File: src/rtl/rv32i_types.sv
// ============================================================================
// Module      : rv32i_types
// Description : Shared RV32I decode types: opcodes, immediate formats, ibuf entry.
// Revision    : 1.0 - initial release
// ============================================================================
`default_nettype none

package rv32i_types;

    typedef enum logic [6:0] {
        OPC_LOAD     = 7'b0000011,
        OPC_MISC_MEM = 7'b0001111,
        OPC_OP_IMM   = 7'b0010011,
        OPC_AUIPC    = 7'b0010111,
        OPC_STORE    = 7'b0100011,
        OPC_OP       = 7'b0110011,
        OPC_LUI      = 7'b0110111,
        OPC_BRANCH   = 7'b1100011,
        OPC_JALR     = 7'b1100111,
        OPC_JAL      = 7'b1101111,
        OPC_SYSTEM   = 7'b1110011
    } opcode_t;

    typedef enum logic [2:0] {
        IMM_NONE = 3'd0,
        IMM_I    = 3'd1,
        IMM_S    = 3'd2,
        IMM_B    = 3'd3,
        IMM_U    = 3'd4,
        IMM_J    = 3'd5
    } imm_fmt_t;

    // Widest order tag an entry can hold; narrower tags are zero-extended.
    localparam int IBUF_ORDER_W = 64;

    typedef struct packed {
        logic [31:0]             inst;
        logic [31:0]             pc;
        logic [31:0]             pc_next;
        logic [IBUF_ORDER_W-1:0] order;
    } ibuf_entry_t;

    function automatic imm_fmt_t imm_fmt_of(input logic [6:0] opc);
        imm_fmt_t fmt;
        fmt = IMM_NONE;
        if (opc == OPC_LOAD || opc == OPC_OP_IMM || opc == OPC_JALR) fmt = IMM_I;
        else if (opc == OPC_STORE)                                  fmt = IMM_S;
        else if (opc == OPC_BRANCH)                                 fmt = IMM_B;
        else if (opc == OPC_LUI || opc == OPC_AUIPC)                fmt = IMM_U;
        else if (opc == OPC_JAL)                                    fmt = IMM_J;
        return fmt;
    endfunction

endpackage

`default_nettype wire

File: src/rtl/id_field_decode.sv
// ============================================================================
// Module      : id_field_decode
// Description : Combinational register-index and immediate extraction.
// Revision    : 1.0 - initial release
// ============================================================================
`default_nettype none

module id_field_decode
    import rv32i_types::*;
(
    input  logic [31:0] inst_i,
    output logic [4:0]  rs1_s_o,
    output logic [4:0]  rs2_s_o,
    output logic [4:0]  rd_s_o,
    output logic [31:0] imm_o,
    output logic        uses_rs1_o,
    output logic        uses_rs2_o
);

    logic [6:0] w_opc;
    imm_fmt_t   w_fmt;

    assign w_opc = inst_i[6:0];
    assign w_fmt = imm_fmt_of(w_opc);

    always_comb begin
        uses_rs1_o = !(w_opc == OPC_LUI || w_opc == OPC_AUIPC || w_opc == OPC_JAL);
        uses_rs2_o = (w_opc == OPC_STORE || w_opc == OPC_BRANCH || w_opc == OPC_OP);
    end

    // Unused indices read as x0 so the hazard compare can never match them.
    assign rs1_s_o = uses_rs1_o ? inst_i[19:15] : 5'd0;
    assign rs2_s_o = uses_rs2_o ? inst_i[24:20] : 5'd0;
    assign rd_s_o  = inst_i[11:7];

    always_comb begin
        imm_o = 32'd0;
        case (w_fmt)
            IMM_I:   imm_o = {{20{inst_i[31]}}, inst_i[31:20]};
            IMM_S:   imm_o = {{20{inst_i[31]}}, inst_i[31:25], inst_i[11:7]};
            IMM_B:   imm_o = {{19{inst_i[31]}}, inst_i[31], inst_i[7],
                              inst_i[30:25], inst_i[11:8], 1'b0};
            IMM_U:   imm_o = {inst_i[31:12], 12'd0};
            IMM_J:   imm_o = {{11{inst_i[31]}}, inst_i[31], inst_i[19:12],
                              inst_i[20], inst_i[30:21], 1'b0};
            default: imm_o = 32'd0;
        endcase
    end

endmodule

`default_nettype wire

File: src/rtl/id_ibuf_decode.sv
// ============================================================================
// Module      : id_ibuf_decode
// Description : Instruction buffer with flush, load-use hold and field decode.
// Revision    : 1.0 - initial release
// ============================================================================
`default_nettype none

module id_ibuf_decode
    import rv32i_types::*;
#(
    parameter  int DEPTH   = 4,
    parameter  int ORDER_W = 64,
    localparam int PTR_W   = $clog2(DEPTH)
) (
    input  logic               clk,
    input  logic               rst,
    input  logic               imem_resp,
    input  logic [31:0]        imem_rdata,
    input  logic [31:0]        fetch_pc,
    input  logic [31:0]        fetch_pc_next,
    input  logic [ORDER_W-1:0] fetch_order,
    output logic               fetch_ready,
    input  logic               flush,
    input  logic               ex_ready,
    input  logic [4:0]         ex_rd_s,
    input  logic               ex_is_load,
    output logic               out_valid,
    output logic [31:0]        out_inst,
    output logic [31:0]        out_pc,
    output logic [31:0]        out_pc_next,
    output logic [ORDER_W-1:0] out_order,
    output logic [4:0]         out_rs1_s,
    output logic [4:0]         out_rs2_s,
    output logic [4:0]         out_rd_s,
    output logic [31:0]        out_imm,
    output logic               hazard_stall,
    output logic [PTR_W:0]     count,
    output logic               overflow
);

    logic [PTR_W:0] rd_ptr_q, rd_ptr_d;
    logic [PTR_W:0] wr_ptr_q, wr_ptr_d;
    logic           overflow_q, overflow_d;

    ibuf_entry_t    mem_q [DEPTH];
    ibuf_entry_t    head;
    ibuf_entry_t    wr_entry;

    logic           empty, full, push, pop, hazard;
    logic           uses_rs1, uses_rs2;

    assign empty = (rd_ptr_q == wr_ptr_q);
    assign full  = (rd_ptr_q[PTR_W-1:0] == wr_ptr_q[PTR_W-1:0]) &&
                   (rd_ptr_q[PTR_W] != wr_ptr_q[PTR_W]);
    assign count = wr_ptr_q - rd_ptr_q;

    assign head  = mem_q[rd_ptr_q[PTR_W-1:0]];

    id_field_decode u_field_decode (
        .inst_i     (head.inst),
        .rs1_s_o    (out_rs1_s),
        .rs2_s_o    (out_rs2_s),
        .rd_s_o     (out_rd_s),
        .imm_o      (out_imm),
        .uses_rs1_o (uses_rs1),
        .uses_rs2_o (uses_rs2)
    );

    assign hazard = !empty && ex_is_load && (ex_rd_s != 5'd0) &&
                    ((uses_rs1 && out_rs1_s == ex_rd_s) ||
                     (uses_rs2 && out_rs2_s == ex_rd_s));

    assign hazard_stall = hazard && !flush;
    assign out_valid    = !empty && !hazard && !flush;
    assign pop          = out_valid && ex_ready;
    assign fetch_ready  = !full || pop;
    assign push         = imem_resp && !flush && (!full || pop);

    assign out_inst     = head.inst;
    assign out_pc       = head.pc;
    assign out_pc_next  = head.pc_next;
    assign out_order    = head.order[ORDER_W-1:0];
    assign overflow     = overflow_q;

    always_comb begin
        wr_entry                     = '0;
        wr_entry.inst                = imem_rdata;
        wr_entry.pc                  = fetch_pc;
        wr_entry.pc_next             = fetch_pc_next;
        wr_entry.order[ORDER_W-1:0]  = fetch_order;
    end

    always_comb begin
        rd_ptr_d   = rd_ptr_q;
        wr_ptr_d   = wr_ptr_q;
        overflow_d = overflow_q;
        if (push) wr_ptr_d = wr_ptr_q + 1'b1;
        // Flush empties the buffer by catching the read side up; push is already blocked.
        if (flush)    rd_ptr_d = wr_ptr_q;
        else if (pop) rd_ptr_d = rd_ptr_q + 1'b1;
        if (imem_resp && full && !pop && !flush) overflow_d = 1'b1;
    end

    always_ff @(posedge clk) begin
        if (rst) begin
            rd_ptr_q   <= '0;
            wr_ptr_q   <= '0;
            overflow_q <= 1'b0;
        end else begin
            rd_ptr_q   <= rd_ptr_d;
            wr_ptr_q   <= wr_ptr_d;
            overflow_q <= overflow_d;
        end
    end

    always_ff @(posedge clk) begin
        if (push && !rst) mem_q[wr_ptr_q[PTR_W-1:0]] <= wr_entry;
    end

endmodule

`default_nettype wire

File: config.mk
export PLATFORM = sky130hd
export DESIGN_NAME = id_ibuf_decode
export DESIGN_NICKNAME = d
export VERILOG_FILES = /design/src/rtl/rv32i_types.sv /design/src/rtl/id_field_decode.sv /design/src/rtl/id_ibuf_decode.sv
export SDC_FILE = /design/constraint.sdc
export NUM_CORES = 1
export LEC_CHECK = 0
export ABC_AREA = 0
export CAP_MARGIN = 20
export CORE_ASPECT_RATIO = 1.2
export CORE_MARGIN = 5
export CORE_UTILIZATION = 53
export CTS_CLUSTER_DIAMETER = 120
export DETAILED_ROUTE_END_ITERATION = 12
export GPL_ROUTABILITY_DRIVEN = 0
export GPL_TIMING_DRIVEN = 0
export HOLD_SLACK_MARGIN = 0.1
export PLACE_DENSITY = 0.83
export SETUP_SLACK_MARGIN = 0.4
export SLEW_MARGIN = 10
export SYNTH_ARGS = -nofsm -noshare
export SYNTH_HDL_FRONTEND = slang
export SYNTH_SLANG_ARGS = --single-unit
File: constraint.sdc
create_clock -name clk -period 18.1 [get_ports clk]
set_input_delay 1.81 -clock clk [delete_from_list [all_inputs] [get_ports clk]]
set_output_delay 1.81 -clock clk [all_outputs]
set_load 0.05 [all_outputs]
# Yosys cells after proc, flatten, opt, wreduce, memory -nomap -nowiden
# Memories as Yosys holds them, arrays and structs flattened. A register that Yosys moved wholly into a read port is not among the register bits.
# Index checks and enable logic that the tools add are counted.
op_classes:
  n_addsub: 3
  n_reduce_logical: 33
  eq_ne: 19
  n_mux: 14
ops:
  columns: ["cell", "count"]
  rows:
  - ["case mux 32 bit (5 select lines)", 1]
  - ["== test 7 x 6 -> 1 bit, second input constant", 3]
  - ["== test 7 bit, second input constant", 3]
  - ["two-way mux 3 bit", 7]
  - ["logical AND 1 bit", 16]
  - ["== test 7 x 5 -> 1 bit, second input constant", 2]
  - ["== test 5 bit", 2]
  - ["two-way mux 5 bit", 2]
  - ["logical OR 1 bit", 8]
  - ["== test 7 x 2 -> 1 bit, second input constant", 1]
  - ["zero test 1 bit", 7]
  - ["adder 3 x 1 -> 3 bit, second input constant", 2]
  - ["== test 3 x 2 -> 1 bit, second input constant", 2]
  - ["== test 3 bit, second input constant", 2]
  - ["nonzero test 5 bit", 1]
  - ["two-way mux 2 bit", 2]
  - ["== test 3 x 1 -> 1 bit, second input constant", 1]
  - ["== test 3 bit", 1]
  - ["subtractor 3 bit", 1]
  - ["== test 2 bit", 1]
  - ["two-way mux 1 bit", 2]
  - ["nonzero test 2 bit", 1]
  - ["inequality test 1 bit", 1]
totals:
  regBits: 7
  ram_bits: 640
  n_memories: 1
mem_list:
  columns: ["memory", "words", "width", "rd", "rd_clocked_by_memory_dff", "wr", "line", "source"]
  rows:
  - ["mem_q", 4, 160, 1, 1, 1, "id_ibuf_decode.sv:45", "ibuf_entry_t mem_q [DEPTH];"]

# Logic depth before layout (Yosys ltp)
# Gate-level depths: netlist of the first run.
depth:
  depth_word: 17
  mapped_depth: 10
  mapped_depth_nobuf: 8

# Cells and area by module
# A second synthesis of the first run with hierarchy kept.
hier_totals:
  hier_cells: 1019
  hier_area_um2: 24461.0
by_module_without_submodules:
  columns: ["mod", "cells_each", "instances", "area_per_inst_um2"]
  rows:
  - ["id_ibuf_decode", 924, 1, 23795.3]
  - ["id_field_decode", 95, 1, 665.6]

# Worst setup path after synthesis of the first run
# Ideal clock, no wire load.
synth_path:
  path_type: "input -> register"
  start: "input port ex_rd_s[0]"
  end: "memory mem_q[0][0] (netlist name) (enable)"
  arrival_time_ns: 14.501
  t_required_ns: 17.191
  setup_slack_ns: 2.690
  path_buffers: 0
  stages: 6
  path_cell_list: "or4_1 o21ai_0 o2bb2ai_1 and2_1 nor2_1 nor3b_1"
synth_between:
  elab_chain_len: 13
  word_cells_on_any_way: 17
synth_rtl:
  columns: ["item", "line", "source"]
  rows:
  - ["from (decl)", "id_ibuf_decode.sv:25", "input logic [4:0] ex_rd_s,"]
  - ["== test 5 bit (on tied branches)", "id_ibuf_decode.sv:70, id_ibuf_decode.sv:71", null]
  - ["logical AND 1 bit (on tied branches)", "id_ibuf_decode.sv:70, id_ibuf_decode.sv:71", null]
  - ["logical OR 1 bit", "id_ibuf_decode.sv:70", "((uses_rs1 && out_rs1_s == ex_rd_s) ||"]
  - ["logical AND 1 bit *", "id_ibuf_decode.sv:69", "assign hazard = !empty && ex_is_load && (ex_rd_s != 5'd0) &&"]
  - ["zero test 1 bit *", "id_ibuf_decode.sv:74", "assign out_valid = !empty && !hazard && !flush;"]
  - ["logical AND 1 bit * (2 in a row)", "id_ibuf_decode.sv:74", null]
  - ["logical AND 1 bit *", "id_ibuf_decode.sv:75", "assign pop = out_valid && ex_ready;"]
  - ["logical OR 1 bit *", "id_ibuf_decode.sv:77", "assign push = imem_resp && !flush && (!full || pop);"]
  - ["logical AND 1 bit *", "id_ibuf_decode.sv:77", null]
  - ["logical AND 1 bit *", "id_ibuf_decode.sv:117", "if (push && !rst) mem_q[wr_ptr_q[PTR_W-1:0]] <= wr_entry;"]
  - ["two-way mux 1 bit *", "id_ibuf_decode.sv:117", null]
  - ["two-way mux 1 bit (implied by the code) *", "id_ibuf_decode.sv:117", null]
  - ["to (decl)", "id_ibuf_decode.sv:45", null]
# Every way passes the cells marked *; elsewhere a longest branch is shown, timed or not.

==> summary.md, run 1 <==
| Metric | Value |
|---|---|
| Pleak | just over 10 nW |
| Yosys warns | 0 |
| Synthesized flop and latch total | 649 |
| Total setup buffers inserted after CTS | 0 |
| Detail Route Antenna Nets | 0 |
| DP Wirelength | 39,300 um |
| Root Driver | clkbuf_16 |
| First-pass GRT wire length | 82,100 um |
| Worst-margin pin slew | 926 ps |
| Share of layout cells above drive strength 1 | 0.221 |
| Post-CTS Resized | 0 |
| CP Data Required Time | 16,290 ps |
| # hold bufs at CTS | 0 |
| Clk_lat worst skew | 610 ps |
| Post-route cell area | 31,700 um^2 |
| Final count of hold timing violations | 0 |
| DR iter-0 viols | 768 |
| DRC | 0 |
| Fmax | 157 MHz |
| Drt total wl | 54,700 um |
| Fin crit share | 0.353 |
| CTS sink cnt | roughly 650 |
| Average size of a mapped cell | 23.9 um^2 |
| Clock skew | 19.0 ps |
| Slew Viols, Final | 0 |
| Synth area leaders | edfxtp_1 79%, mux4_2 15%, dfxtp_1 0.74%, nand2_1 0.49%, ha_1 0.36% |
| Synth Instances | 1,015 |
| WHS Endpoint | overflow |
| Ports | 385 |
| Tmin final | ~6400 ps |
| Hold WC Path Type | flop to flop |
| Crit Path Max Fanout | 10 |
| Setup CP Type | flop to output port |
| R2R cell count | 13 |
| IO buf count | 384 |
| Max-slew headroom | 0.383 |
| Routed len/inst | 24.7 um |
| TNS Setup | 0 ps |
| Overflow after GRT | 0 |
| Share of the synthesized area in the top cell type | 0.792 |
| Setup violators final | 0 |
| Number of global-route vias before repair | 13,207 |
| Leading cell type in the layout, fill and taps excluded | edfxtp_1 |
| Async SR Flop Fraction | 0 |
| Initial antenna violation count | 12 |
| Max H-tree Level | 2 |
| FF-to-FF End | mem_q[0][45] |
| Ys flop type | edfxtp_1 |
| WHS Path Cells | 1 |
| CTS tree | built |
| Final net count | about 1,700 |
| Final core occ | 0.695 |
| Min-delay src | overflow |
| Share of the yosys chip area belonging to registers | 0.799 |
| Die Height | 244 um |
| All-Layer GR Usage | 0.219 |
| Critical Path End Type | output port |
| R2R Setup Slk | approximately 13,000 ps |
| Cts bufs inserted | 59 |
| Die ar. | 50,200 um^2 |
| Initial core utilization | 0.532 |
| Dpl ws | around 12,000 ps |
| Synthesized area | 24,300 um^2 |
| Max clock buf depth | 3 |
| Most area-hungry cell type in the Yosys netlist | edfxtp_1 |
| Final WS setup | around 12,000 ps |
| Drt via density | 5.57 |
| Dpl cell area | between 20,000 and 30,000 um^2 |
| Yosys cell types | between 50 and 60 |
| Area Growth Syn to Fin | 30.6% |
| Clk slew on worst S/H paths | 70 ps |
| Most frequent cells in the layout | 640 x edfxtp_1, 384 x clkdlybuf4s50_1, 158 x mux4_2 |
| Status | finished, final reports clean |
| Via count | 12,336 |
| Maxcap violations | 0 |
| Syn nets | 1,194 |
| Row count | 86 |
| Pwr Total | around 3.5 mW |
| Post-synth EDFFs | 640 |
| PD cells | 109 nW/um^2 |
| RSZ-0062 raised after global routing | no |
| Pin count of the biggest net entering global routing | 17 |
| Worst EP arrival | around 4600 ps |
| Die Wd | 205 um |
| VDD IR-drop max | between 100 and 150 uV |
| CORE AREA | 45,600 um^2 |
| Startpoint types | flop |
| First-pass DRT Iterations | 5 |
==> cell families (layout without fill, tap and decap cells) <==
group / after synthesis / count (layout) / share of synthesized area
AO/OA/AOI/OAI: 37 / 37 / 0.0123
other: 0 / 9 / 0
AND/OR/NAND/NOR: 86 / 86 / 0.0195
XOR/XNOR: 12 / 12 / 0.00433
flip-flops: 649 / 649 / 0.799
adder cells (fa/ha/maj): 8 / 8 / 0.00443
multiplexers: 161 / 161 / 0.149
buffers and inverters: 62 / 637 / 0.0112
==> flip-flops by register name (all words and copies together) (netlist names), named ones only <==
name      flops
overflow      1
rd_ptr_q      3
wr_ptr_q      3
mem_q       640
==> how the worst max path moves through the flow <==
stage / slack (ps) / depth (start not counted) / endpoint
after floorplan: 2690 / 6 / mem_q[0][0]
after global placement: -7480 / 7 / mem_q[0][76]
after detailed placement: 11920 / 7 / fetch_ready
after CTS: 11510 / 7 / out_pc_next[30]
after global routing: 11430 / 7 / out_pc[1]
final: 11710 / 7 / out_pc_next[30]
==> synthesized netlist by cell type, drive strengths merged, types with 5 or more instances <==
| cell type | n |
|---|---|
| a21o | 8 |
| a21oi | 5 |
| and2 | 9 |
| buf | 27 |
| clkbuf | 19 |
| dfxtp | 9 |
| edfxtp | 640 |
| ha | 7 |
| inv | 16 |
| mux4 | 160 |
| nand2 | 32 |
| nand3 | 5 |
| nor2 | 11 |
| nor2b | 6 |
| o21ai | 6 |
| xnor2 | 8 |
==> per-stage QoR <==
stage               instances  hold slack [ps]
floorplan                1015              492
global placement         2015              454
detailed placement       2097              465
CTS                      2206              480
global route             2213              515
finish                   2215              475
==> area by class of cell <==
| class | count | area, um^2 |
|---|---|---|
| antenna | 9 | 22.5 |
| buffer | 46 | 211 |
| clock buffer | 67 | 1530 |
| clock inverter | 42 | 460 |
| fill | 2735 | 13900 |
| inverter | 16 | 60.1 |
| multi-input combinational | 304 | 4630 |
| sequential | 649 | 19400 |
| tap | 616 | 771 |
| timing repair buffer | 466 | 4630 |
==> report_power, final <==
group | internal, mW | switching (mW) | total, mW
combinational | 0.190 | 0.308 | 0.498
clock | 0.735 | 0.526 | 1.26
sequential | 1.69 | 0.00800 | 1.69
==> per-layer routing <==
metal	GRT usage	part of all wire
met1	0.263	0.35
met2	0.375	0.53
met3	0.0663	0.078
met4	0.0863	0.038
met5	0	0.00066
==> critical path, stage by stage, from the launching register on <==
cell             delay, ps
dfxtp_1                310
clkbuf_1               360
buf_2                  380
buf_2                  360
clkbuf_1               730
clkbuf_1               590
mux4_2                 330
clkdlybuf4s50_1        900
Power figures use the tool's default switching activity.
==> run 2, diff against run 1 <==
Clock period 18.1 ns to 6.1 ns, I/O delays scaled along.
==> run 2 against run 1 <==
Net effect:
- sequential power grew to 3.0 times the previous value
- global-route usage is essentially flat
- first-iteration DRC count shrank 5.9%
- highest routed layer unchanged
- utilization is essentially flat
- final area is essentially flat
- clock skew grew 15 ps
- die area is the same
- power grew to 2.9 times the previous value
- critical path depth is the same
==> summary.md, run 2 (synthesized netlist as in run 1, its figures left out) <==
| Metric | Value |
|---|---|
| Initial core utilization | 0.532 |
| Final WS setup | 993 ps |
| R2R Setup Slk | between 1500 and 2000 ps |
| Routed len/inst | 25.3 um |
| Cts bufs inserted | 57 |
| Setup violators final | 0 |
| Pin count of the biggest net entering global routing | 16 |
| Int Pwr | 7.61 mW |
| All-Layer GR Usage | 0.220 |
| Critical Path End Type | output port |
| DRC | 0 |
| Max clock buf depth | 3 |
| Tmin final | about 5100 ps |
| RSZ-0062 raised after global routing | no |
| Ports | 385 |
| Row count | 86 |
| R2R cell count | 14 |
| Startpoint types | flop |
| Worst EP arrival | 4500 ps |
| CTS sink cnt | 649 |
| CP max stage cell | clkdlybuf4s50_1 |
| VDD IR-drop max | 266 uV |
| Die ar. | roughly 50,000 um^2 |
| Initial antenna violation count | 12 |
| IO buf count | 384 |
| Drt total wl | 55,100 um |
| Max incr delay on CP | approximately 910 ps |
| First-pass GRT wire length | 82,200 um |
| Final core occ | 0.695 |
| CP Data Required Time | approximately 5500 ps |
| First-pass DRT Iterations | 5 |
| Maxcap violations | 0 |
| Total setup buffers inserted after CTS | 0 |
| Crit path buf inv count | 6 |
| CP cell instances | clkbuf_1 > buf_2 > buf_2 > clkbuf_1 > buf_1 > mux4_2 > clkdlybuf4s50_1 |
| Clk_lat worst skew | slightly above 600 ps |
| Setup CP Type | flop to output port |
| Critical path depth in cells | 7 |
| Pleak | 10.2 nW |
| Root Driver | clkbuf_16 |
| Leading cell type in the layout, fill and taps excluded | edfxtp_1 |
| Dpl cell area | 29,800 um^2 |
| Seq pwr share | 0.499 |
| Slew Viols, Final | 0 |
| Area Growth Syn to Fin | 30.5% |
| Post-route cell area | 31,700 um^2 |
| Max-slew headroom | 0.407 |
| Most frequent cells in the layout | 640 x edfxtp_1, 384 x clkdlybuf4s50_1, 159 x mux4_2 |
| Final count of hold timing violations | 0 |
| WHS Path Cells | 1 |
| Worst-margin pin slew | just under 900 ps |
| DP Wirelength | between 30,000 and 40,000 um |
| Die Wd | 205 um |
| DR iter-0 viols | approximately 720 |
| Detail Route Antenna Nets | 0 |
| Clock power share | 0.353 |
| Delay-heaviest family, CP | buffers and inverters |
| Switch Pwr | 2.46 mW |
| Number of global-route vias before repair | between 10,000 and 15,000 |
| Clk slew on worst S/H paths | approximately 60 ps |
| Drt via density | 5.63 |
| Overflow after GRT | 0 |
| Crit Path Max Fanout | 10 |
| CTS tree | built |
| Via count | 12,264 |
| Die Height | about 240 um |
| Max reg flops | 640 |
| Switch share | 0.244 |
| Hold WS | 473 ps |
| Max H-tree Level | 2 |
| Hold WC Path Type | flop to flop |
| Fmax | 196 MHz |
| Status | finished, final reports clean |
| Combinational power share | 0.148 |
| PD cells | roughly 320 nW/um^2 |
| Clock skew | 33.7 ps |
| # hold bufs at CTS | 0 |
| Share of layout cells above drive strength 1 | 0.202 |
| Dpl ws | roughly 1400 ps |
| Final net count | 1,690 |
| Post-CTS Resized | 0 |
| CORE AREA | 45,600 um^2 |
| Fin crit share | 0.837 |
## run 2: cell count changes in the layout (fill, tap and decap cells not counted), sizes merged
cell      before  now
diode          9    7
bufinv         9    7
inv           20   17
clkbuf        86   88
clkinv        23   26
buf          109   80
clkinvlp       6    1
## run 2: power by group through the flow
stage               combinational [mW]  sequential [mW]  clock (mW)
CTS                               1.51             5.03        3.64
detailed placement                1.49             5.12           0
floorplan                        0.906             5.13           0
global route                      1.56             5.03        3.83
global placement                  1.44             5.14           0
finish                            1.49             5.03        3.55
## run 2: layer usage
metal | GRT usage | routed length (um)
met1 | 0.258 | 19000
met2 | 0.379 | 28800
met3 | 0.0647 | 4890
met4 | 0.0909 | 2320
met5 | 0 | 61
## run 2: through the flow
step                      power (mW)  TNS (ps)  cells
final                           10.1         0   2179
after global routing            10.4         0   2177
after CTS                       10.2         0   2172
after detailed placement        6.62         0   2068
after global placement          6.58  -2502340   2015
after floorplan                 6.04   -403360   1015
## run 2: cell type report
class | instances | area (um^2)
flip-flops and latches | 649 | 19400
fillers | 2764 | 13900
repair buffers | 437 | 4690
multi-input cells | 304 | 4690
clock buffers | 69 | 1490
well taps | 616 | 771
clock inverters | 35 | 365
plain buffers | 46 | 211
inverters | 16 | 60.1
diodes | 7 | 17.5
## run 2: final timing paths
| check | startpoint | endpoint |
|---|---|---|
| setup / recovery | flop | out_order[32] |
| hold reg to reg | overflow | overflow |
| hold / removal | overflow | overflow |
| setup reg to reg | flop | mem_q[2][72] |
==> run 3, diff against run 2 <==
Clock period 6.1 ns to 5.1 ns, I/O delays scaled along.
==> run 3 against run 2 <==
Net effect:
- worst hold slack lost 1.6 ps
- register-to-register slack lost 920 ps
- power grew 20%
- largest power group unchanged
==> summary.md, run 3 (synthesized netlist as in run 1, its figures left out) <==
| Metric | Value |
|---|---|
| CORE AREA | 45,600 um^2 |
| Max H-tree Level | 2 |
| Initial antenna violation count | 12 |
| Pleak | 10.5 nW |
| FF-to-FF End | mem_q[1][71] |
| First-pass GRT wire length | 82,300 um |
| Max reg flops | 640 |
| DR iter-0 viols | 700 |
| # hold bufs at CTS | 0 |
| R2R Setup Slk | 690 ps |
| CP max stage cell | clkdlybuf4s50_1 |
| Initial core utilization | 0.532 |
| Number of global-route vias before repair | 13,232 |
| Root Driver | clkbuf_16 |
| Fin crit share | 0.867 |
| DP Wirelength | 38,300 um |
| Routed len/inst | 25.3 um |
| Overflow after GRT | 0 |
| Row count | 86 |
| Tmin final | 4420 ps |
| Worst EP arrival | 3910 ps |
| Min-delay src | overflow |
| Cts bufs inserted | 57 |
| Maxcap violations | 0 |
| Seq pwr share | 0.499 |
| Int Pwr | 9.11 mW |
| RSZ-0062 raised after global routing | no |
| Ports | 385 |
| Leading cell type in the layout, fill and taps excluded | edfxtp_1 |
| Detail Route Antenna Nets | 0 |
| Die ar. | 50,200 um^2 |
| Max incr delay on CP | approximately 900 ps |
| Delay-heaviest family, CP | buffers and inverters |
| IO buf count | 384 |
| Switch Pwr | about 3 mW |
| DRC | 0 |
| WHS Endpoint | overflow |
| Dpl ws | roughly 500 ps |
| CTS sink cnt | 649 |
| CTS tree | built |
| Final WS setup | slightly below 700 ps |
| Drt via density | ~5.6 |
| Critical Path End Type | output port |
| Crit-path most repeated cell | buf_2 |
| Max clock buf depth | 3 |
| Pwr Total | 12.0 mW |
| Clk slew on worst S/H paths | 60 ps |
| Final net count | 1,695 |
| Clock power share | 0.353 |
| Setup violators final | 0 |
| Via count | ~12,000 |
| CP cell instances | clkbuf_1 > buf_2 > buf_2 > clkbuf_2 > buf_2 > mux4_2 > clkdlybuf4s50_1 |
| Setup CP Type | flop to output port |
| Startpoint types | flop |
| Hold WS | 471 ps |
| Clock skew | 37.0 ps |
| Drt total wl | 55,200 um |
| WHS Path Cells | 1 |
| Status | finished, final reports clean |
| Die Height | about 240 um |
| Final count of hold timing violations | 0 |
| Hold WC Path Type | flop to flop |
| VDD IR-drop max | 319 uV |
| Area Growth Syn to Fin | 31.1% |
| Crit path buf inv count | 6 |
| Fmax | 226 MHz |
| Combinational power share | 0.148 |
| Most frequent cells in the layout | 640 x edfxtp_1, 363 x clkdlybuf4s50_1, 159 x mux4_2 |
| CP Data Required Time | ~4600 ps |
| Share of layout cells above drive strength 1 | 0.222 |
| Slew Viols, Final | 0 |
| Switch share | 0.244 |
| Worst-margin pin slew | 872 ps |
| Clk_lat worst skew | 620 ps |
| Die Wd | 205 um |
| Final core occ | 0.697 |
| PD cells | about 380 nW/um^2 |
| Pin count of the biggest net entering global routing | 16 |
| Crit Path Max Fanout | 10 |
| Max-slew headroom | 0.419 |
| R2R cell count | 14 |
| First-pass DRT Iterations | 5 |
| All-Layer GR Usage | 0.220 |
## run 3: cell types whose count changed in the layout (fill, tap and decap cells not counted)
cell	change
clkdlybuf4s50_1	-21
clkbuf_2	+16
buf_1	-13
clkbuf_1	-13
dlygate4sd2_1	+11
dlymetal6s2s_1	+10
clkdlybuf4s15_2	+7
buf_4	+5
buf_2	+3
## run 3: timing repair
item                                    in CTS  in global routing
endpoints found under the setup margin     122                100
pin swaps                                    0                  2
resized for setup                           36                 26
buffers inserted                             0                  5
## run 3: per-layer routing
metal / vias up / part of all wire / GRT usage / routed length [um]
met5: - / 0.0011 / 0 / 61
met4: 8 / 0.040 / 0.0909 / 2230
met3: 138 / 0.087 / 0.0647 / 4810
met2: 488 / 0.53 / 0.379 / 29000
met1: 6330 / 0.35 / 0.259 / 19100
li1: 5311 / - / - / -
## run 3: stage by stage
stage,TNS [ps],area (um^2),instances
final,0,31800,2184
after global placement,-3142340,29000,2015
after CTS,0,31700,2172
after detailed placement,0,29800,2068
after floorplan,-1043360,24400,1015
after global routing,0,31800,2182
## run 3: final cells by class
type	instances	area, um^2
Clock buffer	69	1490
Clock inverter	35	365
Antenna cell	7	17.5
Multi-Input combinational cell	304	4690
Tap cell	616	771
Buffer	46	288
Inverter	16	60.1
Sequential cell	649	19400
Timing Repair Buffer	442	4740
Fill cell	2753	13800
## run 3: worst reg2reg max path, delay by kind of cell (launching register included)
family | cells | cell delay, ps
flops | 1 | 300
mux | 1 | 450
xor+xnor | 1 | 290
buf+inv | 8 | 2080
simple gates | 4 | 1000
## run 3: worst max path at each step
stage / startpoint / to / slack [ps] / cells past startpoint
5_1_grt: flop / mem_q[1][76] / 400 / 14
4_1_cts: flop / out_pc[20] / 400 / 7
2_1_floorplan: flop / mem_q[3][0] / -1660 / 8
3_3_place_gp: flop / mem_q[3][75] / -4970 / 9
6_report: flop / out_order[32] / 680 / 7
3_5_place_dp: flop / out_order[34] / 500 / 7
## run 3: power by group through the flow
stage / Clock (mW) / Sequential (mW) / Combinational, mW
6_report: 4.25 / 6.01 / 1.79
5_1_grt: 4.58 / 6.02 / 1.87
4_1_cts: 4.35 / 6.01 / 1.80
3_5_place_dp: 0 / 6.13 / 1.79
3_3_place_gp: 0 / 6.15 / 1.72
2_1_floorplan: 0 / 6.14 / 1.08
